--- config.mk ---
export PLATFORM = sky130hd
export DESIGN_NAME = master_bridge_fifo_wr_ctrl
export DESIGN_NICKNAME = d
export VERILOG_FILES = /design/src/rtl/master_bridge_fifo_wr_ctrl.sv
export SDC_FILE = /design/constraint.sdc
export NUM_CORES = 1
export LEC_CHECK = 0
export BUFFER_PORTS_ARGS = -buffer_cell sky130_fd_sc_hd__buf_2
export CAP_MARGIN = 25
export CORE_MARGIN = 3
export CORE_UTILIZATION = 35
export DETAILED_ROUTE_END_ITERATION = 6
export GPL_ROUTABILITY_DRIVEN = 0
export PLACE_DENSITY_LB_ADDON = 0.05
export SYNTH_ARGS = -nofsm -noshare
export SYNTH_HDL_FRONTEND = slang
export SYNTH_SLANG_ARGS = --single-unit
--- constraint.sdc ---
create_clock -name W_CLK -period 2.8 [get_ports W_CLK]
set_clock_uncertainty 0.1 [all_clocks]
set_input_delay 0.14 -clock W_CLK [delete_from_list [all_inputs] [get_ports W_CLK]]
set_output_delay 0.14 -clock W_CLK [all_outputs]
set_load 0.02 [all_outputs]
--- src/rtl/master_bridge_fifo_wr_ctrl.sv ---
// Write-side controller of an async FIFO: binary/Gray write pointer, read-pointer sync, full/level flags.
// Optional sticky overflow detect enabled by defining MASTER_BRIDGE_WR_OVF_DET_EN.
module master_bridge_fifo_wr_ctrl #(
    parameter int ADDR_WIDTH   = 3,
    parameter int SYNC_STAGES  = 2,
    parameter int AFULL_THRESH = 6
) (
    input  logic                  W_CLK,
    input  logic                  W_RST,
    input  logic                  wr_inc,
    input  logic [ADDR_WIDTH:0]   gray_rd_ptr,
    input  logic                  ovf_clr,
    output logic [ADDR_WIDTH-1:0] wr_addr,
    output logic                  wr_en,
    output logic [ADDR_WIDTH:0]   gray_wr_ptr,
    output logic                  wr_full,
    output logic                  wr_almost_full,
    output logic [ADDR_WIDTH:0]   wr_level,
    output logic                  wr_overflow
);

    localparam int AW = ADDR_WIDTH;
    localparam logic [AW:0] AFULL_LVL = AFULL_THRESH[AW:0];

    function automatic logic [AW:0] gray2bin(input logic [AW:0] g);
        logic [AW:0] b;
        b[AW] = g[AW];
        for (int i = AW - 1; i >= 0; i--) begin
            b[i] = b[i+1] ^ g[i];
        end
        return b;
    endfunction

    logic [AW:0] wbin_q, wbin_d;
    logic [AW:0] gray_q, gray_d;
    logic [AW:0] level_q, level_d;
    logic        full_q, full_d;
    logic        afull_q, afull_d;
    logic [AW:0] sync_q [SYNC_STAGES];
    logic [AW:0] sync_d [SYNC_STAGES];
    logic [AW:0] rq;
    logic [AW:0] rbin;
    logic [AW:0] rq_full;

    assign wr_en = wr_inc & ~full_q & ~W_RST;
    assign rq    = sync_q[SYNC_STAGES-1];
    assign rbin  = gray2bin(rq);

    // Full when the write pointer has lapped the synced read pointer exactly once.
    assign rq_full = {~rq[AW], ~rq[AW-1], rq[AW-2:0]};

    always_comb begin
        wbin_d     = wbin_q + {{AW{1'b0}}, wr_en};
        gray_d     = wbin_d ^ (wbin_d >> 1);
        full_d     = (gray_d == rq_full);
        level_d    = wbin_d - rbin;
        afull_d    = (level_d >= AFULL_LVL);
        sync_d[0]  = gray_rd_ptr;
        for (int i = 1; i < SYNC_STAGES; i++) begin
            sync_d[i] = sync_q[i-1];
        end
    end

    always_ff @(posedge W_CLK) begin
        if (W_RST) begin
            wbin_q  <= '0;
            gray_q  <= '0;
            level_q <= '0;
            full_q  <= 1'b0;
            afull_q <= 1'b0;
            for (int i = 0; i < SYNC_STAGES; i++) begin
                sync_q[i] <= '0;
            end
        end else begin
            wbin_q  <= wbin_d;
            gray_q  <= gray_d;
            level_q <= level_d;
            full_q  <= full_d;
            afull_q <= afull_d;
            for (int i = 0; i < SYNC_STAGES; i++) begin
                sync_q[i] <= sync_d[i];
            end
        end
    end

    assign wr_addr        = wbin_q[AW-1:0];
    assign gray_wr_ptr    = gray_q;
    assign wr_full        = full_q;
    assign wr_almost_full = afull_q;
    assign wr_level       = level_q;

`ifdef MASTER_BRIDGE_WR_OVF_DET_EN
    logic ovf_q, ovf_d;

    // A dropped write takes priority over a simultaneous clear.
    always_comb begin
        ovf_d = ovf_q;
        if (ovf_clr) begin
            ovf_d = 1'b0;
        end
        if (wr_inc && full_q) begin
            ovf_d = 1'b1;
        end
    end

    always_ff @(posedge W_CLK) begin
        if (W_RST) begin
            ovf_q <= 1'b0;
        end else begin
            ovf_q <= ovf_d;
        end
    end

    assign wr_overflow = ovf_q;
`else
    logic unused_ovf_clr;
    assign unused_ovf_clr = ovf_clr;
    assign wr_overflow    = 1'b0;
`endif

endmodule

-- Word level (Yosys, flattened, before mapping)
Memory sizes are Yosys's and may differ from the RTL's.
Index checks and enable logic that the tools add are counted.
- register bits after elaboration: 14
- memory bits (writable): 8
- input bits: 8
- output and inout bits: 15
- memories: 1
- $add $sub $neg: 2
- $lt $le $gt $ge: 1
- equality and inequality tests: 1
- mux-type cells: 5
- bitwise operators: 12
- memories (name ; words ; width ; rd ports ; clocked after memory_dff ; wr ports ; line ; text):
    sync_q ; 2 ; 4 ; 2 ; 0 ; 2 ; 39 ; logic [AW:0] sync_q [SYNC_STAGES];
- operators by type and width (kind ; count):
    two-way mux 4 bit ; 2
    adder 4 x 1 -> 4 bit ; 1
    equality test 4 bit ; 1
    >= comparator 4 x 3 -> 1 bit (second input constant) ; 1
    inverter 1 bit ; 4
    subtractor 4 bit ; 1
    bitwise XOR 4 x 3 -> 4 bit ; 1
    two-way mux 1 bit ; 3
    bitwise XOR 1 bit ; 3
    AND 1 bit ; 2
    OR 1 bit ; 2

-- Longest topological paths before layout
Gate-level depths: netlist (run 1).
- depth after elaboration: 6
- mapped depth: 10
- mapped depth without buffers: 9

-- Least setup slack after synthesis (run 1)
OpenSTA, ideal clock, no wires.
- kind: reg-to-reg
- start point: register full_q, in the netlist wr_full
- end point: register afull_q, in the netlist wr_almost_full
- library setup time: 0.132 ns
- arrival time: 2.495 ns
- setup slack: 0.072 ns
- cell stages (with the launch flop): 10
- path buffers: 0
- cells stage by stage: dfxtp_1 nor3b_1 ha_1 ha_1 xor2_2 ha_1 a21oi_1 o21ai_0 xnor3_1 a21oi_1
- longest elaborated chain between the ends: 6
- ends and longest elaborated chain (element ; line ; text):
    start: declaration ; 37 ; logic full_q, full_d;
    start signal: assignment ; 78 ; full_q <= full_d;
    inverter 1 bit ; 45 ; assign wr_en = wr_inc & ~full_q & ~W_RST;
    AND 1 bit (2 in series) ; 45 ;
    net wr_en ; 14 ; output logic wr_en,
    adder 4 x 1 -> 4 bit ; 53 ; wbin_d = wbin_q + {{AW{1'b0}}, wr_en};
    net wbin_d[2] ; 34 ; logic [AW:0] wbin_q, wbin_d;
    subtractor 4 bit ; 56 ; level_d = wbin_d - rbin;
    >= comparator 4 x 3 -> 1 bit ; 57 ; afull_d = (level_d >= AFULL_LVL);
    end signal: assignment ; 79 ; afull_q <= afull_d;
    end: declaration ; 38 ; logic afull_q, afull_d;
The timed path passes the listed nets, and every way through them passes these cells.
A chain may end at the register's enable or synchronous reset.

-- Worst setup path in the final report (run 1)
- start point: register full_q, in the netlist wr_full
- end point: register afull_q, in the netlist wr_almost_full
- longest elaborated chain between the ends: 6
- ends and longest elaborated chain (element ; line):
    inverter 1 bit ; 45
    AND 1 bit (2 in series) ; 45
    adder 4 x 1 -> 4 bit ; 53
    net wbin_d[2] ; 34
    subtractor 4 bit ; 56
    >= comparator 4 x 3 -> 1 bit ; 57
The timed path passes the listed nets, and every way through them passes these cells.

==> results of run 1 <==
## cells in the final DEF, fill, tap and decap left out, drive strengths merged
| master | netlist | layout |
|---|---|---|
| nor2 | 9 | 9 |
| or3 | 1 | 1 |
| buf | 1 | 22 |
| xnor3 | 1 | 1 |
| inv | 3 | 3 |
| nand2b | 1 | 1 |
| a2111oi | 1 | 1 |
| nor2b | 10 | 10 |
| nor3b | 1 | 1 |
| o21ai | 1 | 1 |
| nand2 | 1 | 1 |
| dfxtp | 21 | 21 |
| dlygate4sd3 | 0 | 4 |
| xnor2 | 7 | 7 |
| conb | 1 | 1 |
| fa | 1 | 1 |
| xor2 | 5 | 5 |
| ha | 5 | 5 |
| a21oi | 2 | 2 |
| nand3 | 2 | 2 |
| clkbuf | 2 | 4 |
## layer usage
layer  share of wire (%)  vias up  track usage [%]
met1                  46      242            13.76
li1                    -      290                -
met3                 5.3        2            2.452
met4                0.91        0            6.224
met5                   0        -                0
met2                  48       11            15.75
## worst max-delay path by stage
stage	end	slack, ps
CTS	wr_almost_full	430
global placement	wr_almost_full	480
global route	wr_almost_full	220
finish	wr_almost_full	510
detailed placement	wr_almost_full	460
floorplan	wr_almost_full	70
## through the flow
| stage | hold slack, ps | cells | util, % | cell area [sq um] |
|---|---|---|---|---|
| final | 162.6 | 131 | 46.44 | 1037 |
| after global routing | 195.6 | 131 | 46.44 | 1037 |
| after CTS | 165.6 | 131 | 46.44 | 1037 |
| after detailed placement | 255.5 | 123 | 43.47 | 970.9 |
| after global placement | 249.4 | 123 | 43.47 | 970.9 |
| after floorplan | 111.6 | 76 | - | 835.8 |
## cell type report
| class | instances | area [sq um] |
|---|---|---|
| fillers | 226 | 1196 |
| well taps | 28 | 35.03 |
| multi-input cells | 49 | 389.1 |
| inverters | 3 | 11.26 |
| flip-flops and latches | 21 | 420.4 |
| repair buffers | 26 | 155.1 |
| clock buffers | 4 | 26.28 |
## power breakdown
part	switching [W]	leakage, nW	internal [W]	total, W
Combinational	0.0000722	0.308	0.0000554	0.000128
Sequential	0.00000648	0.173	0.000321	0.000328
Clock	0.0000872	0.0150	0.0000554	0.000143
Total	0.000166	0.495	0.000432	0.000598
## critical path, cell delays in order (launching register included)
cell	delay, ps
dfxtp_1	320
nor3b_1	310
ha_1	240
ha_1	190
xor2_2	170
ha_1	290
a21oi_1	140
o21ai_0	100
xnor3_1	260
a21oi_1	80
## kinds of logic after synthesis
kind of cell	synth area share, %
and+or+nand+nor	15.57
adders and majority gates	9.880
xor gates and xnor gates	17.07
other	0.4487
buffers and inverters	3.144
DFF	50.30
AOI/OAI and AO/OA	3.592
## registers in the layout, summed over array words and instances, names as in the netlist
register,flops
gray_wr_ptr,3
wr_almost_full,1
wr_level,4
wbin_q,4
wr_full,1
sync_q,8
## repair_timing
| action | 4_1_cts | 5_1_grt |
|---|---|---|
| hold buffers | 4 | 0 |
| hold endpoints to repair | 4 | 0 |
| endpoints found under the setup margin | 0 | 0 |
==> impl_metrics.ini, run 1 <==
[timing]
clock.fmax_mhz = 436.3
final-setup-viol-count = 0
period_needed_ps = 2292
finalSetupTns_ps = 0
timing_hold_violations_final = 0
grt_setup_unrepaired = false
timing_max_transition_violations_final = 0
fin_ws_ps = 508.2
finalCritPeriodShare_pct = 81.85

[global_routing]
grt_start_max_net_pins = 22
antenna_found_initial = 0
grt_pass1_wl_mm = 2.180
globalRouteTotalUtil_pct = 10.58
grt_pass1_vias = 521
gr-total-overflow = 0

[setup_path]
cp.required_ps = 2890
timing.critical_path.from = wr_full
worst_r2r_path_depth = 9
startpoint_type = flip-flop
critical_path.reg2reg.startpoint = wr_full
worstPathArrival_ps = 2390
r2r_setup_slack_ps = 510
path_class = reg -> reg
r2r_end = wr_almost_full
endpoint_kind = flip-flop
path_max_fanout = 3

[routing]
dr.first_iter.drc_count = 1
drt-wirelength-per-cell_um = 10.05
drt-vias-per-instance = 4.160
remaining_drc_errors = 0
ant_nets = 0
drt-pass1-iter-count = 3
routed_wirelength_mm = 1.316
routed-via-count = 545

[floorplan]
fp.coreArea_sq_mm = 0.002233
dieArea_sq_mm = 0.003010
die_x_um = 54.87
die_y_um = 54.87
io-pin-count = 23
floorplan.rows = 17
initial_core_util_pct = 37.42

[hold_path]
min_path_type = in -> reg
hold-path-cell-count = 3
min_delay_worst_endpoint = wbin_q[2]
min_from = W_RST

[layout]
post_route_cells_drive_above_1_share_pct = 27.18
nNetsFinal = 118
syn_to_final_growth_pct = 24.10
n_antenna_cell = 0

[synth]
post-synth-top-area-cell = dfxtp_1
synth_most_common_cell = dfxtp_1
ys_seq_elements = 21
netlist-cell-type-count = 21
post_synth.cell_area_avg_sq_um = 11.00
postSynthCellCount = 76
synthDominantCellAreaShare_pct = 50.30
synth_edf_count = 0
synth_area_leaders = dfxtp_1 (50%), ha_1 (7.5%), nor2b_1 (7.5%)
proportion_of_register_bits_with_asynchronous_set_or_reset_after_synthesis_pct = 0
synth-main-ff-cell = dfxtp_1
synth.cells.most_frequent = dfxtp_1 (21), nor2b_1 (10), nor2_1 (9), xnor2_1 (7), ha_1 (5)
netlist_area_sq_um = 835.8
synth_seq_area_share_pct = 50.30
postSynthNetCount = 90
synthesis.yosys.warnings = 0

[clocking]
cts.reportedPaths.clkPinSlew_ps = 110
cts-root-to-sink-buffers = 2
htree_num_levels = 1
cts_buffers = 3
cts_sinks = 21
insertion_delay_ps = 300
cts_tree = yes
postCtsResizedCells = 0
cts_root_buf = clkbuf_4
postCtsSetupBuffers = 0

[run_status]
outcome = complete, no violations

[job]
number_of_max_cap_violations = 0

[power]
power_per_cell_area_mw_per_mm2 = 576.7
total_power_w = 0.0005981
worst_ir_drop_vdd_mv = 0.2974
static-leakage-power_nw = 0.4953

[place]
detailedPlacementHpwl_um = 983.4
place_worst_setup_slack_ps = 457.7
port_buffers = 20
No activity file was read; power rests on OpenSTA's default activity.
==> run 2: changes to the inputs <==
==> constraint.sdc (replaced) <==
create_clock -name W_CLK -period 2.19 [get_ports W_CLK]
set_clock_uncertainty 0.1 [all_clocks]
set_input_delay 0.1095 -clock W_CLK [delete_from_list [all_inputs] [get_ports W_CLK]]
set_output_delay 0.1095 -clock W_CLK [all_outputs]
set_load 0.02 [all_outputs]
==> run 2 against run 1 <==
First-iteration DRC count grew to 4.0 times the previous value; via count is 6.2% higher; critical path depth shrank 2.
==> impl_metrics.ini, run 2 (synthesis gave the netlist of run 1 again) <==
[clocking]
htree_num_levels = 1
cts_root_buf = clkbuf_4
cts.reportedPaths.clkPinSlew_ps = 110
cts_tree = yes
cts-root-to-sink-buffers = 2
cts_sinks = 21
insertion_delay_ps = 300
cts_buffers = 3

[timing]
period_needed_ps = 2106
timing_max_transition_violations_final = 0
final-setup-viol-count = 0
finalSetupTns_ps = 0
grt_setup_unrepaired = true
clock.fmax_mhz = 474.8
finalCritPeriodShare_pct = 96.17
timing.hold.ws_ps = 167.8
timing_hold_violations_final = 0

[setup_path]
path_class = reg -> reg
startpoint_type = flip-flop
endpoint_kind = flip-flop
path_max_fanout = 5
cp.required_ps = 2290
worstPathArrival_ps = 2200

[floorplan]
fp.coreArea_sq_mm = 0.002233
initial_core_util_pct = 37.42
die_y_um = 54.87
die_x_um = 54.87
floorplan.rows = 17
io-pin-count = 23
dieArea_sq_mm = 0.003010

[power]
combPwrFrac_pct = 22.7
p_seq_share_pct = 53.8
cell_internal_pwr_w = 0.0005643
switching_power_w = 0.0002176
total_power_w = 0.0007819
worst_ir_drop_vdd_mv = 0.4237
power_frac_clock_pct = 23.5
power_per_cell_area_mw_per_mm2 = 689.8
static-leakage-power_nw = 0.5197
switching_share_pct = 27.83

[routing]
routed-via-count = 579
drt-wirelength-per-cell_um = 10.30
ant_nets = 0
remaining_drc_errors = 0
drt-vias-per-instance = 4.289
routed_wirelength_mm = 1.391
drt-pass1-iter-count = 2
dr.first_iter.drc_count = 4

[layout]
post_route_cells_drive_above_1_share_pct = 37.38
n_antenna_cell = 0
final_cell_mix = buf_2 (20), dfxtp_1 (19), nor2b_1 (10)
finalInstanceArea_sq_mm = 0.001134
mostFrequentLayoutCell = buf_2
nNetsFinal = 122
layout.filler_cells = 222
largest_reg_flops = 8
syn_to_final_growth_pct = 35.63
top_register = sync_q

[global_routing]
grt_pass1_vias = 549
grt_start_max_net_pins = 22
gr-total-overflow = 0
globalRouteTotalUtil_pct = 11.31
grt_pass1_wl_mm = 2.290
antenna_found_initial = 0

[job]
number_of_max_cap_violations = 0

[place]
port_buffers = 20
detailedPlacementHpwl_mm = 1.043
placedInstanceArea_sq_mm = 0.001036

[run_status]
outcome = complete, no violations

[hold_path]
min_path_type = in -> reg
[run 2: cell types whose count changed in the layout (fill, tap and decap cells not counted), moves of 2 or more]
cell | previous run | this run
dfxtp_1 | 21 | 19
buf_4 | 2 | 6
ha_4 | 0 | 2
ha_1 | 5 | 2
[run 2: through the flow]
stage / util (%) / setup WS [ps] / instances
after CTS: 49.69 / 13.68 / 133
after global routing: 50.76 / -37.84 / 135
after detailed placement: 46.39 / 19.65 / 124
final: 50.76 / 83.89 / 135
after global placement: 46.39 / 46.79 / 124
after floorplan: - / -31.93 / 76
[run 2: critical path, stage by stage, from the launching register on]
cell and delay (ps):
dfxtp_4 360, nor3b_4 190, ha_2 230, ha_4 150
xor2_4 230, xor2_1 110, or3_1 330, a2111oi_2 290
[run 2: cell type report]
type	count	area, sq um	share of cell area, %
tap	28	35.03	3.091
multi-input combinational	49	450.4	39.74
timing repair buffer	30	185.2	16.34
inverter	3	11.26	0.9934
sequential	21	425.4	37.53
clock buffer	4	26.28	2.318
[run 2: worst paths after layout]
check                                   from           end  slack, ps  cells after the start
worst max-delay path                 wr_full       wr_full         80                      7
worst min-delay path                   W_RST  sync_q[0][7]        170                      3
worst max register to register       wr_full       wr_full         80                      7
worst min register to register  sync_q[0][2]  sync_q[0][6]        350                      1
[run 2: repair_timing]
action | 4_1_cts | 5_1_grt
endpoints found under the hold margin | 4 | 0
resized for setup | 0 | 2
setup endpoints to repair | 2 | 4
buffers inserted | 1 | 2
pin swaps | 3 | 2
hold buffers | 4 | 0
[run 2: routing by layer]
metal	vias up	part of all wire [%]	global-route usage, %
met4	0	1.8	7.469
met2	16	46	18.11
met1	264	47	12.91
met3	4	5.9	3.270
li1	295	-	-
met5	-	0	0
[run 2: power groups by stage]
stage | logic [W] | registers [W] | clock network (W)
2_1_floorplan | 0.0000938 | 0.000458 | 0
3_3_place_gp | 0.000171 | 0.000427 | 0
3_5_place_dp | 0.000172 | 0.000429 | 0
4_1_cts | 0.000179 | 0.000421 | 0.000193
5_1_grt | 0.000199 | 0.000424 | 0.000208
6_report | 0.000178 | 0.000421 | 0.000183
==> run 3: changes to the inputs <==
--- a/config.mk
+++ b/config.mk
@@ -8,7 +8,7 @@
 export BUFFER_PORTS_ARGS = -buffer_cell sky130_fd_sc_hd__buf_2
 export CAP_MARGIN = 25
 export CORE_MARGIN = 3
-export CORE_UTILIZATION = 35
+export CORE_UTILIZATION = 49
 export DETAILED_ROUTE_END_ITERATION = 6
 export GPL_ROUTABILITY_DRIVEN = 0
 export PLACE_DENSITY_LB_ADDON = 0.05
==> run 3 against run 2 <==
Final area increased by 0.55%; hold slack improved by 5.0 ps; final cell count decreased by 8.9%; highest routed layer unchanged; critical endpoint unchanged; via count decreased by 2.1%.
==> impl_metrics.ini, run 3 (synthesis gave the netlist of run 1 again) <==
[run_status]
outcome = complete, no violations

[timing]
timing.hold.ws_ps = 172.8
timing_hold_violations_final = 0
fin_ws_ps = 67.76
finalCritPeriodShare_pct = 96.91
grt_setup_unrepaired = true
clock.fmax_mhz = 471.2
timing_max_transition_violations_final = 0
period_needed_ps = 2122
final-setup-viol-count = 0

[global_routing]
grt_pass1_vias = 482
gr-total-overflow = 0
grt_pass1_wl_mm = 2.021
globalRouteTotalUtil_pct = 13.29
antenna_found_initial = 0
grt_start_max_net_pins = 22

[clocking]
cts_buffers = 3
insertion_delay_ps = 300
cts_sinks = 21
cts_root_buf = clkbuf_4
cts_tree = yes
htree_num_levels = 1
cts.reportedPaths.clkPinSlew_ps = 120
cts-root-to-sink-buffers = 2

[floorplan]
die_y_um = 47.30
fp.coreArea_sq_mm = 0.001559
io-pin-count = 23
dieArea_sq_mm = 0.002237
initial_core_util_pct = 53.61
die_x_um = 47.30
floorplan.rows = 14

[power]
power_frac_clock_pct = 23.0
combPwrFrac_pct = 23.6
p_seq_share_pct = 53.4
switching_share_pct = 28.05
power_per_cell_area_mw_per_mm2 = 689.8
worst_ir_drop_vdd_mv = 0.5667
switching_power_w = 0.0002205
cell_internal_pwr_w = 0.0005658
static-leakage-power_nw = 0.5262

[setup_path]
path_class = reg -> reg
startpoint_type = flip-flop
path_max_fanout = 4
worstPathArrival_ps = 2230
endpoint_kind = flip-flop
cp.required_ps = 2300

[job]
number_of_max_cap_violations = 0

[place]
place_worst_setup_slack_ps = 25.46
port_buffers = 20
detailedPlacementHpwl_um = 958.9

[layout]
post_route_cells_drive_above_1_share_pct = 39.25
syn_to_final_growth_pct = 36.38
final_cell_mix = buf_2 (20), dfxtp_1 (19), nor2b_1 (10)
top_register = sync_q
n_antenna_cell = 0
mostFrequentLayoutCell = buf_2
nNetsFinal = 122
largest_reg_flops = 8

[routing]
remaining_drc_errors = 0
drt-vias-per-instance = 4.610
dr.first_iter.drc_count = 3
routed-via-count = 567
ant_nets = 0
drt-pass1-iter-count = 4
drt-wirelength-per-cell_um = 10.93
routed_wirelength_mm = 1.345

[hold_path]
min_path_type = in -> reg
-- run 3: stage by stage --
stage	instances	util, %	total power (W)	TNS [ps]	instance area [sq um]
floorplan	76	-	0.0005515	-73.33	893.4
global placement	112	65.49	0.0005967	0	1021
detailed placement	112	65.49	0.0005985	0	1021
CTS	121	70.30	0.0007841	0	1096
global route	123	73.11	0.0008332	-60.16	1140
finish	123	73.11	0.0007863	0	1140
-- run 3: final timing paths --
path / startpoint / to / slack (ps) / cells after the start
worst max-delay path: wr_full / wr_full / 70 / 7
worst min-delay path: W_RST / wr_level[3] / 170 / 3
worst max register to register: wr_full / wr_full / 70 / 7
worst min register to register: sync_q[0][2] / sync_q[0][6] / 350 / 1
-- run 3: power groups by stage --
stage	clock network (W)	registers, W	logic [W]
after floorplan	0	0.000458	0.0000938
after global placement	0	0.000427	0.000169
final	0.000181	0.000420	0.000186
after global routing	0.000204	0.000422	0.000207
after CTS	0.000187	0.000419	0.000178
after detailed placement	0	0.000428	0.000171
-- run 3: final cells by class --
type | instances | area, sq um
Clock buffer | 3 | 22.52
Clock inverter | 1 | 5.005
Fill cell | 130 | 419.2
Inverter | 3 | 11.26
Multi-Input combinational cell | 49 | 470.5
Sequential cell | 21 | 425.4
Tap cell | 16 | 20.02
Timing Repair Buffer | 30 | 185.2
-- run 3: per-layer routing --
| metal | up-vias | share of wire (%) | global-route usage [%] |
|---|---|---|---|
| met5 | - | 0 | 0 |
| met4 | 0 | 1.0 | 8.287 |
| met3 | 2 | 4.8 | 3.448 |
| met2 | 14 | 47 | 19.79 |
| met1 | 252 | 47 | 16.94 |
| li1 | 299 | - | - |
-- run 3: critical path: stages, from the launching register on --
cell	delay [ps]
dfxtp_4	370
nor3b_4	180
ha_2	230
ha_4	160
xor2_4	230
xor2_1	120
or3_1	360
a2111oi_4	280
-- run 3: timing repair --
item | CTS | global route
hold buffers | 4 | 0
pin swaps | 0 | 4
gates resized for setup | 0 | 4
endpoints found under the setup margin | 2 | 4
setup buffers | 1 | 2
endpoints found under the hold margin | 4 | 0
